File: src/rtl/dp_pkg.sv
// Shared constants for the 4-bit micro datapath: control-word bit positions,
// ALU opcodes and default sizes.
package dp_pkg;

  localparam int DEF_DATA_W    = 4;
  localparam int DEF_RAM_DEPTH = 16;

  // Control-word bit positions; bit 0 is reserved and ignored.
  localparam int CW_LA       = 15;
  localparam int CW_EA       = 14;
  localparam int CW_LB       = 13;
  localparam int CW_EU       = 12;
  localparam int CW_ALUOP_HI = 11;
  localparam int CW_ALUOP_LO = 9;
  localparam int CW_LO       = 8;
  localparam int CW_LF       = 7;
  localparam int CW_EI       = 6;
  localparam int CW_LM       = 5;
  localparam int CW_WR       = 4;
  localparam int CW_ER       = 3;
  localparam int CW_CLR      = 2;
  localparam int CW_HLT      = 1;

  typedef enum logic [2:0] {
    ALU_ADD = 3'b000,
    ALU_SUB = 3'b001,
    ALU_AND = 3'b010,
    ALU_OR  = 3'b011,
    ALU_XOR = 3'b100,
    ALU_NOT = 3'b101,
    ALU_INC = 3'b110,
    ALU_DEC = 3'b111
  } alu_op_e;

endpackage

File: src/rtl/dp_alu.sv
// Combinational 8-operation ALU on the A and B registers; carry doubles as
// borrow for SUB and as wrap indicator for INC/DEC.
module dp_alu
  import dp_pkg::*;
#(
  parameter int W = DEF_DATA_W
) (
  input  logic [W-1:0] a,
  input  logic [W-1:0] b,
  input  alu_op_e      op,
  output logic [W-1:0] result,
  output logic         carry
);

  always_comb begin
    // NOTE: every output gets a default first so no path can infer a latch.
    result = '0;
    carry  = 1'b0;
    case (op)
      ALU_ADD: {carry, result} = {1'b0, a} + {1'b0, b};
      ALU_SUB: begin
        result = a - b;
        carry  = (a < b);
      end
      ALU_AND: result = a & b;
      ALU_OR:  result = a | b;
      ALU_XOR: result = a ^ b;
      ALU_NOT: result = ~a;
      ALU_INC: begin
        result = a + W'(1);
        carry  = &a;
      end
      ALU_DEC: begin
        result = a - W'(1);
        carry  = ~|a;
      end
      default: ;
    endcase
  end

endmodule

File: src/rtl/micro_datapath.sv
// Bus-oriented 4-bit datapath executing one control word per clock.
// Scratch RAM and MAR exist only when DP_SCRATCH_RAM_EN is defined.
module micro_datapath
  import dp_pkg::*;
#(
  parameter int DATA_W    = DEF_DATA_W,
  parameter int RAM_DEPTH = DEF_RAM_DEPTH,
  parameter int ADDR_W    = $clog2(RAM_DEPTH)
) (
  input  logic              clk,
  input  logic              reset,
  input  logic [15:0]       control,
  input  logic [DATA_W-1:0] data_in,
  input  logic              out_ready,
  output logic [DATA_W-1:0] out_data,
  output logic              out_valid,
  output logic              out_ovf,
  output logic [DATA_W-1:0] acc_out,
  output logic              flag_z,
  output logic              flag_c,
  output logic              halted,
  output logic              bus_err
);

  logic [DATA_W-1:0] a_q, a_d, b_q, b_d, out_data_q, out_data_d;
  logic              z_q, z_d, c_q, c_d;
  logic              out_valid_q, out_valid_d, out_ovf_q, out_ovf_d;
  logic              halted_q, halted_d, bus_err_q, bus_err_d;

  logic [15:0]       cw;
  logic [DATA_W-1:0] bus, alu_res, ram_rd;
  logic              alu_c;
  logic [2:0]        n_drivers;

  // Halting is implemented by masking the whole control word.
  assign cw = halted_q ? '0 : control;

  dp_alu #(.W(DATA_W)) u_alu (
    .a      (a_q),
    .b      (b_q),
    .op     (alu_op_e'(cw[CW_ALUOP_HI:CW_ALUOP_LO])),
    .result (alu_res),
    .carry  (alu_c)
  );

  always_comb begin
    bus = '0;
    if      (cw[CW_EU]) bus = alu_res;
    else if (cw[CW_EA]) bus = a_q;
    else if (cw[CW_ER]) bus = ram_rd;
    else if (cw[CW_EI]) bus = data_in;
  end

  assign n_drivers = 3'(cw[CW_EU]) + 3'(cw[CW_EA]) + 3'(cw[CW_ER]) + 3'(cw[CW_EI]);

  always_comb begin
    a_d         = a_q;
    b_d         = b_q;
    z_d         = z_q;
    c_d         = c_q;
    out_data_d  = out_data_q;
    out_valid_d = out_valid_q;
    out_ovf_d   = out_ovf_q;
    halted_d    = halted_q | cw[CW_HLT];
    bus_err_d   = bus_err_q | (n_drivers > 3'd1);

    if (cw[CW_CLR])     a_d = '0;
    else if (cw[CW_LA]) a_d = bus;
    if (cw[CW_LB])      b_d = bus;

    if (cw[CW_LF]) begin
      z_d = (alu_res == '0);
      c_d = alu_c;
    end

    // A load into a still-full, unaccepted register is an overrun.
    if (cw[CW_LO]) begin
      out_data_d  = bus;
      out_valid_d = 1'b1;
      if (out_valid_q && !out_ready) out_ovf_d = 1'b1;
    end else if (out_valid_q && out_ready) begin
      out_valid_d = 1'b0;
    end
  end

  always_ff @(posedge clk or negedge reset) begin
    if (!reset) begin
      a_q         <= '0;
      b_q         <= '0;
      z_q         <= 1'b0;
      c_q         <= 1'b0;
      out_data_q  <= '0;
      out_valid_q <= 1'b0;
      out_ovf_q   <= 1'b0;
      halted_q    <= 1'b0;
      bus_err_q   <= 1'b0;
    end else begin
      // NOTE: non-blocking so every register samples pre-edge values.
      a_q         <= a_d;
      b_q         <= b_d;
      z_q         <= z_d;
      c_q         <= c_d;
      out_data_q  <= out_data_d;
      out_valid_q <= out_valid_d;
      out_ovf_q   <= out_ovf_d;
      halted_q    <= halted_d;
      bus_err_q   <= bus_err_d;
    end
  end

`ifdef DP_SCRATCH_RAM_EN
  logic [ADDR_W-1:0] mar_q;
  logic [DATA_W-1:0] ram_q [RAM_DEPTH];
  logic              unused_cw;

  assign ram_rd    = ram_q[mar_q];
  assign unused_cw = control[0];

  // NOTE: the RAM is built from flops so it can honour the full reset.
  always_ff @(posedge clk or negedge reset) begin
    if (!reset) begin
      mar_q <= '0;
      ram_q <= '{default: '0};
    end else begin
      if (cw[CW_WR]) ram_q[mar_q] <= bus;
      if (cw[CW_LM]) mar_q        <= bus[ADDR_W-1:0];
    end
  end
`else
  logic unused_cw;

  assign ram_rd    = '0;
  assign unused_cw = ^{control[0], cw[CW_LM], cw[CW_WR]};
`endif

  assign out_data  = out_data_q;
  assign out_valid = out_valid_q;
  assign out_ovf   = out_ovf_q;
  assign acc_out   = a_q;
  assign flag_z    = z_q;
  assign flag_c    = c_q;
  assign halted    = halted_q;
  assign bus_err   = bus_err_q;

endmodule
File: config.mk
export PLATFORM = sky130hd
export DESIGN_NAME = micro_datapath
export DESIGN_NICKNAME = d
export VERILOG_FILES = /design/src/rtl/dp_pkg.sv /design/src/rtl/dp_alu.sv /design/src/rtl/micro_datapath.sv
export SDC_FILE = /design/constraint.sdc
export NUM_CORES = 1
export LEC_CHECK = 0
export ABC_AREA = 0
export CAP_MARGIN = 20
export CORE_ASPECT_RATIO = 1.75
export CORE_MARGIN = 4
export CORE_UTILIZATION = 50
export CTS_CLUSTER_SIZE = 30
export DETAILED_ROUTE_END_ITERATION = 10
export PLACE_DENSITY = 0.8
export SLEW_MARGIN = 10
export SYNTH_ARGS = -nofsm -noshare
export SYNTH_HDL_FRONTEND = slang
export SYNTH_SLANG_ARGS = --single-unit
File: constraint.sdc
create_clock -name clk -period 2.6 [get_ports clk]
set_input_delay 0.39 -clock clk [delete_from_list [all_inputs] [get_ports clk]]
set_output_delay 0.39 -clock clk [all_outputs]
set_load 0.01 [all_outputs]
After elaboration in Yosys (flattened, before gate mapping)
Cells that the tools add are included.
{"block": "word_totals", "ff_bits": 18, "latch_bits": 0, "ram_bits": 0, "romBits": 0, "inputBits": 23, "elab_cells": 53, "n_memories": 0}
{"block": "classes", "add_sub_neg": 7, "multipliers": 0, "div": 0, "magnitude_cmp": 2, "eq_ne": 7, "n_shift": 0, "n_mux": 11, "n_bitwise": 6, "reduce_logical": 11}
{"op": "one-hot mux 4 bit (8 select lines)", "count": 1}
{"op": "2-to-1 mux 4 bit", "count": 6}
{"op": "2-to-1 mux 16 bit", "count": 1}
{"op": "equality test 3 bit (second input constant)", "count": 4}
{"op": "equality test 3 x 2 -> 1 bit (second input constant)", "count": 2}
{"op": "adder 4 x 4 -> 5 bit", "count": 1}
{"op": "adder 4 x 1 -> 4 bit (second input constant)", "count": 1}
{"op": "AND 4 bit", "count": 1}
{"op": "logical NOT 4 bit", "count": 1}
{"op": "< comparator 4 bit", "count": 1}
{"op": "inverter 4 bit", "count": 1}
{"op": "bitwise OR 4 bit", "count": 1}
{"op": "one-hot mux 1 bit (4 select lines)", "count": 1}
{"op": "AND reduction 4 bit", "count": 1}
{"op": "nonzero test 2 bit", "count": 2}
{"op": "OR reduction 4 bit", "count": 1}
{"op": "subtractor 4 x 1 -> 4 bit (second input constant)", "count": 1}
{"op": "subtractor 4 bit", "count": 1}
{"op": "XOR 4 bit", "count": 1}
{"op": "adder 2 x 1 -> 3 bit", "count": 1}
{"op": "adder 3 x 1 -> 3 bit", "count": 1}
{"op": "equality test 3 x 1 -> 1 bit (second input constant)", "count": 1}
{"op": "greater-than comparator 3 x 1 -> 1 bit (second input constant)", "count": 1}
{"op": "logical NOT 3 bit", "count": 1}
{"op": "6 further kinds", "count": 10}

Logic depth before layout (Yosys ltp)
{"block": "depth", "depth_word": 7, "depth_mapped": 9, "mapped_depth_nobuf": 9}

By module
A second synthesis with hierarchy kept.
{"block": "hier_totals", "cells_unflattened": 196, "area_unflattened_um2": 1691.6}
{"mod": "micro_datapath", "instances": 1, "cells_each": 92, "area_each_um2": 912.1}
{"mod": "dp_alu", "instances": 1, "cells_each": 104, "area_each_um2": 779.5}

Worst setup path before layout
No wires, ideal clock.
{"block": "synth_path", "kind": "flip-flop to flip-flop", "startpoint": "reg a_q[1], in the netlist acc_out[1]", "endpoint": "reg z_q, in the netlist flag_z", "t_arrival_ns": 2.132, "setup_slack_ns": 0.347, "stages_incl_launch_ff": 9, "path_buffers": 1, "cell_sequence": "dfrtp_1 buf_2 inv_1 ha_1 nor3_1 or4_1 a21boi_1 o32ai_4 a32o_1"}
{"block": "synth_between", "elab_chain_cells": 3, "word_cells_on_any_way": 10, "cone_classes": "add/sub (4); mux (1); bitwise (4); reduce/logical (1)"}
{"element": "start: declaration", "line": "micro_datapath.sv:25", "rtl": "logic [DATA_W-1:0] a_q, a_d, b_q, b_d, out_data_q, out_data_d;"}
{"element": "start signal: assignment", "line": "micro_datapath.sv:88", "rtl": "a_q <= '0;"}
{"element": "start signal: assignment", "line": "micro_datapath.sv:99", "rtl": "a_q <= a_d;"}
{"element": "subtractor 4 x 1 -> 4 bit, or another cell as far along", "line": "dp_alu.sv:34", "rtl": "result = a - W'(1);"}
{"element": "one-hot mux 4 bit (8 select lines) *", "line": "dp_alu.sv:19", "rtl": "case (op)"}
{"element": "logical NOT 4 bit *", "line": "micro_datapath.sv:72", "rtl": "z_d = (alu_res == '0);"}
{"element": "end signal: assignment", "line": "micro_datapath.sv:101", "rtl": "z_q <= z_d;"}
{"element": "end: declaration", "line": "micro_datapath.sv:26", "rtl": "logic z_q, z_d, c_q, c_d;"}
Every way passes the cells marked *; elsewhere a longest branch is shown, timed or not.
A chain may end at the register's enable or synchronous reset.

Worst setup path after layout
{"block": "layout_path", "startpoint": "in control[11]", "endpoint": "reg out_data_q[1], in the netlist out_data[1]"}
{"block": "layout_between", "elab_chain_cells": 4, "word_cells_on_any_way": 11, "cone_classes": "eq/ne (7); mux (3); reduce/logical (1)"}
{"element": "start: declaration", "line": "micro_datapath.sv:12", "rtl": "input logic [15:0] control,"}
{"element": "2-to-1 mux 16 bit *", "line": "micro_datapath.sv:36", "rtl": "assign cw = halted_q ? '0 : control;"}
{"element": "equality test 3 bit, or another cell as far along", "line": "dp_alu.sv:19"}
{"element": "one-hot mux 4 bit (8 select lines) *", "line": "dp_alu.sv:19"}
{"element": "2-to-1 mux 4 bit *", "line": "micro_datapath.sv:48", "rtl": "if (cw[CW_EU]) bus = alu_res;"}
{"element": "end signal: assignment", "line": "micro_datapath.sv:103", "rtl": "out_data_q <= out_data_d;"}
{"element": "end: declaration", "line": "micro_datapath.sv:25"}
Marks and branches as above.

==> results.sh <==
export IMPL_status="completed"
export IMPL_crit_cells=9
export IMPL_grt_use_total=0.2277
export IMPL_synthCells=185
export IMPL_pwr_share_comb=0.309
export IMPL_pwr_share_seq=0.399
export IMPL_start_util=0.5334
export IMPL_multi_input_area_sq_um=1060
export IMPL_ys_top_cells_by_area="dfrtp_1 28%, ha_1 10%, nand2_1 5.9%"
export IMPL_worst_pin_slew_ps=813.9
export IMPL_grt_setup_unrepaired="no"
export IMPL_yosysSeqAreaShare=0.2821
export IMPL_fin_skew_ps=2.952
export IMPL_root_buffer="clkbuf_8"
export IMPL_min_period_ps=2361
export IMPL_stdcell_area_sq_um=2064
export IMPL_cellInternalPower_w=0.0005488
export IMPL_required_ps=2720
export IMPL_grt_pass1_wl_mm=7.279
export IMPL_postCtsSetupBuffers=0
export IMPL_synth_cell_types=47
export IMPL_grt_pass1_vias=1601
export IMPL_drt_iter0_markers=68
export IMPL_path_cells="clkdlybuf4s50_1, nand4b_2, xnor2_1, ha_1, nand2b_1, o311a_1, o32a_1, a21oi_1, o21ai_0"
export IMPL_clock_fmax_mhz=423.5
export IMPL_drt_vias_per_instance=5.820
export IMPL_num_vias=1548
export IMPL_ys_warn_count=0
export IMPL_min_from="out_ovf$_DFFE_PN0P_"
export IMPL_hold_viol_final=0
export IMPL_finalCoreUtilization=0.6898
export IMPL_stdcell_count=266
export IMPL_pin_count=37
export IMPL_setup_tns_ps=0
export IMPL_max_cap_violations=0
export IMPL_drc_errors=0
export IMPL_place_inst=262
export IMPL_synth_ff_type="dfrtp_1"
export IMPL_insertion_delay_ps=250
export IMPL_hp_class="reg2reg"
export IMPL_final_antenna_net_count=0
export IMPL_post_drt_wl_per_cell_um=16.73
export IMPL_hold_buffers=0
export IMPL_die_h_um=82.75
export IMPL_drive_gt1_frac=0.08036
export IMPL_n_antenna_cell=0
export IMPL_hpwlAfterDp_mm=3.551
export IMPL_cts_resized_gates=0
export IMPL_sw_frac_of_total=0.2882
export IMPL_r2r_end="acc_out[2]$_DFFE_PN0P_"
export IMPL_htree_levels=1
export IMPL_port_buffers=33
export IMPL_fp_dieW_um=50.72
export IMPL_fin_crit_sh=0.9081
export IMPL_placed_cell_area_sq_um=2009
export IMPL_ys_seq_elements=18
export IMPL_grt_max_degree=19
export IMPL_cp_max_fo=3
export IMPL_arrival_ps=2480
export IMPL_fp_coreArea_sq_um=2993
export IMPL_tritoncts="done"
export IMPL_path_clk_slew_ps=70
export IMPL_final_nets=264
export IMPL_synth_area_sq_um=1597
export IMPL_critPathMaxStageDelay_ps=510
export IMPL_critPathSlowestCell="clkdlybuf4s50_1"
export IMPL_drt_first_pass_iters=4
export IMPL_reg2regPathDepth=9
export IMPL_min_to="out_ovf$_DFFE_PN0P_"
export IMPL_crit_buf_inv=1
export IMPL_synth_edff_count=0
export IMPL_finalWirelength_mm=4.451
export IMPL_fillers=251
export IMPL_num_rows=26
export IMPL_synth_area_per_cell_sq_um=8.630
export IMPL_dieArea_sq_um=4197
export IMPL_synth_largest_area_cell="dfrtp_1"
export IMPL_async_flop_share=1.000
export IMPL_p_sw_w=0.0002221
export IMPL_p_leak_nw=0.8805
export IMPL_slew_violations=0
export IMPL_synth_fp_nets=224
export IMPL_antenna_found_initial=0
export IMPL_clock_path_buffers=2
export IMPL_yosysMostFrequentCell="nand2_1"
export IMPL_ir_worst_vdd_mv=0.3421
export IMPL_power_density_nw_per_um2=373.4
export IMPL_critPathLaunchType="primary input"
export IMPL_endpoint_kind="flip-flop"
export IMPL_synth_top_area_frac=0.2821
export IMPL_clock_sinks=18
export IMPL_r2r_start="acc_out[0]$_DFFE_PN0P_"
export IMPL_setup_viol=0
export IMPL_path_class="in2reg"
export IMPL_place_congestion=0.9334
export IMPL_regArea_sq_um=450.4
export IMPL_area_delta_synth_final_pct=29.31
export IMPL_crit_family="compound AO/OA/AOI/OAI gates"
export IMPL_slew_limit_headroom=0.4557
export IMPL_ff2ff_setup_slack_ps=330
export IMPL_power_frac_clock=0.293
export IMPL_whs_path_depth=1
export IMPL_cts_buffers=3
export IMPL_grt_overflow_total=0
export IMPL_yosys_top_cells_count="25 x nand2_1, 18 x dfrtp_1, 13 x ha_1, 13 x inv_1, 13 x o21ai_0"
[flip-flops by register name (all words and copies together) (netlist names)]
register / flops
acc_out: 4
out_data: 4
flag_c: 1
bus_err: 1
out_valid: 1
flag_z: 1
b_q: 4
out_ovf: 1
halted: 1
[layout make-up]
class | instances | area share
flip-flops and latches | 18 | 0.2182
multi-input cells | 147 | 0.5133
clock buffers | 4 | 0.02667
well taps | 42 | 0.02545
inverters | 13 | 0.02364
repair buffers | 42 | 0.1927
[power groups by stage]
stage / sequential (W) / combinational [W] / clock (W)
2_1_floorplan: 0.000324 / 0.000116 / 0
3_3_place_gp: 0.000312 / 0.000231 / 0
3_5_place_dp: 0.000313 / 0.000237 / 0
4_1_cts: 0.000307 / 0.000238 / 0.000232
5_1_grt: 0.000310 / 0.000260 / 0.000241
6_report: 0.000307 / 0.000238 / 0.000226
[through the flow]
stage               setup WS [ps]  hold slack (ps)  total power (W)
detailed placement         -3.850            466.2        0.0005494
floorplan                   346.9            94.41        0.0004408
CTS                         253.6            484.0        0.0007771
global placement            56.97            467.1        0.0005431
finish                      238.8            482.4        0.0007709
global route                118.6            533.4        0.0008108
[cells by family (layout without fill, tap and decap cells)]
logic type | Yosys count | count (layout) | synth area share
simple gates | 72 | 72 | 0.2430
buf+inv | 20 | 59 | 0.05407
flops | 18 | 18 | 0.2821
fa+ha+maj | 16 | 16 | 0.1395
xor+xnor | 4 | 4 | 0.02194
compound gates | 51 | 51 | 0.2343
mux | 4 | 4 | 0.02508
[routing by layer]
layer	up-vias	track usage	part of all wire
li1	739	-	-
met1	726	0.2362	0.36
met2	66	0.4411	0.55
met3	17	0.02154	0.050
met4	0	0.1213	0.045
met5	-	0	0
[how the worst max path moves through the flow]
| stage | startpoint | to | slack [ps] |
|---|---|---|---|
| 3_3_place_gp | control[11] | acc_out[1]$_DFFE_PN0P_ | 60 |
| 6_report | control[11] | out_data[1]$_DFFE_PN0P_ | 240 |
| 2_1_floorplan | acc_out[1]$_DFFE_PN0P_ | flag_z$_DFFE_PN0P_ | 350 |
| 3_5_place_dp | control[11] | acc_out[1]$_DFFE_PN0P_ | -4 |
| 5_1_grt | control[11] | b_q[1]$_DFFE_PN0P_ | 120 |
| 4_1_cts | control[11] | out_data[1]$_DFFE_PN0P_ | 250 |
[placed cells by master, fill, tap and decap left out, types with 5 or more instances in the layout]
cell / instances
a21oi_1: 9
buf_4: 9
clkdlybuf4s50_1: 33
dfrtp_1: 18
ha_1: 13
inv_1: 13
nand2_1: 25
nand2b_1: 10
nor2_1: 11
nor2b_1: 5
nor3_1: 6
o21ai_0: 13
Note: power is estimated with default switching activity, not from simulation.
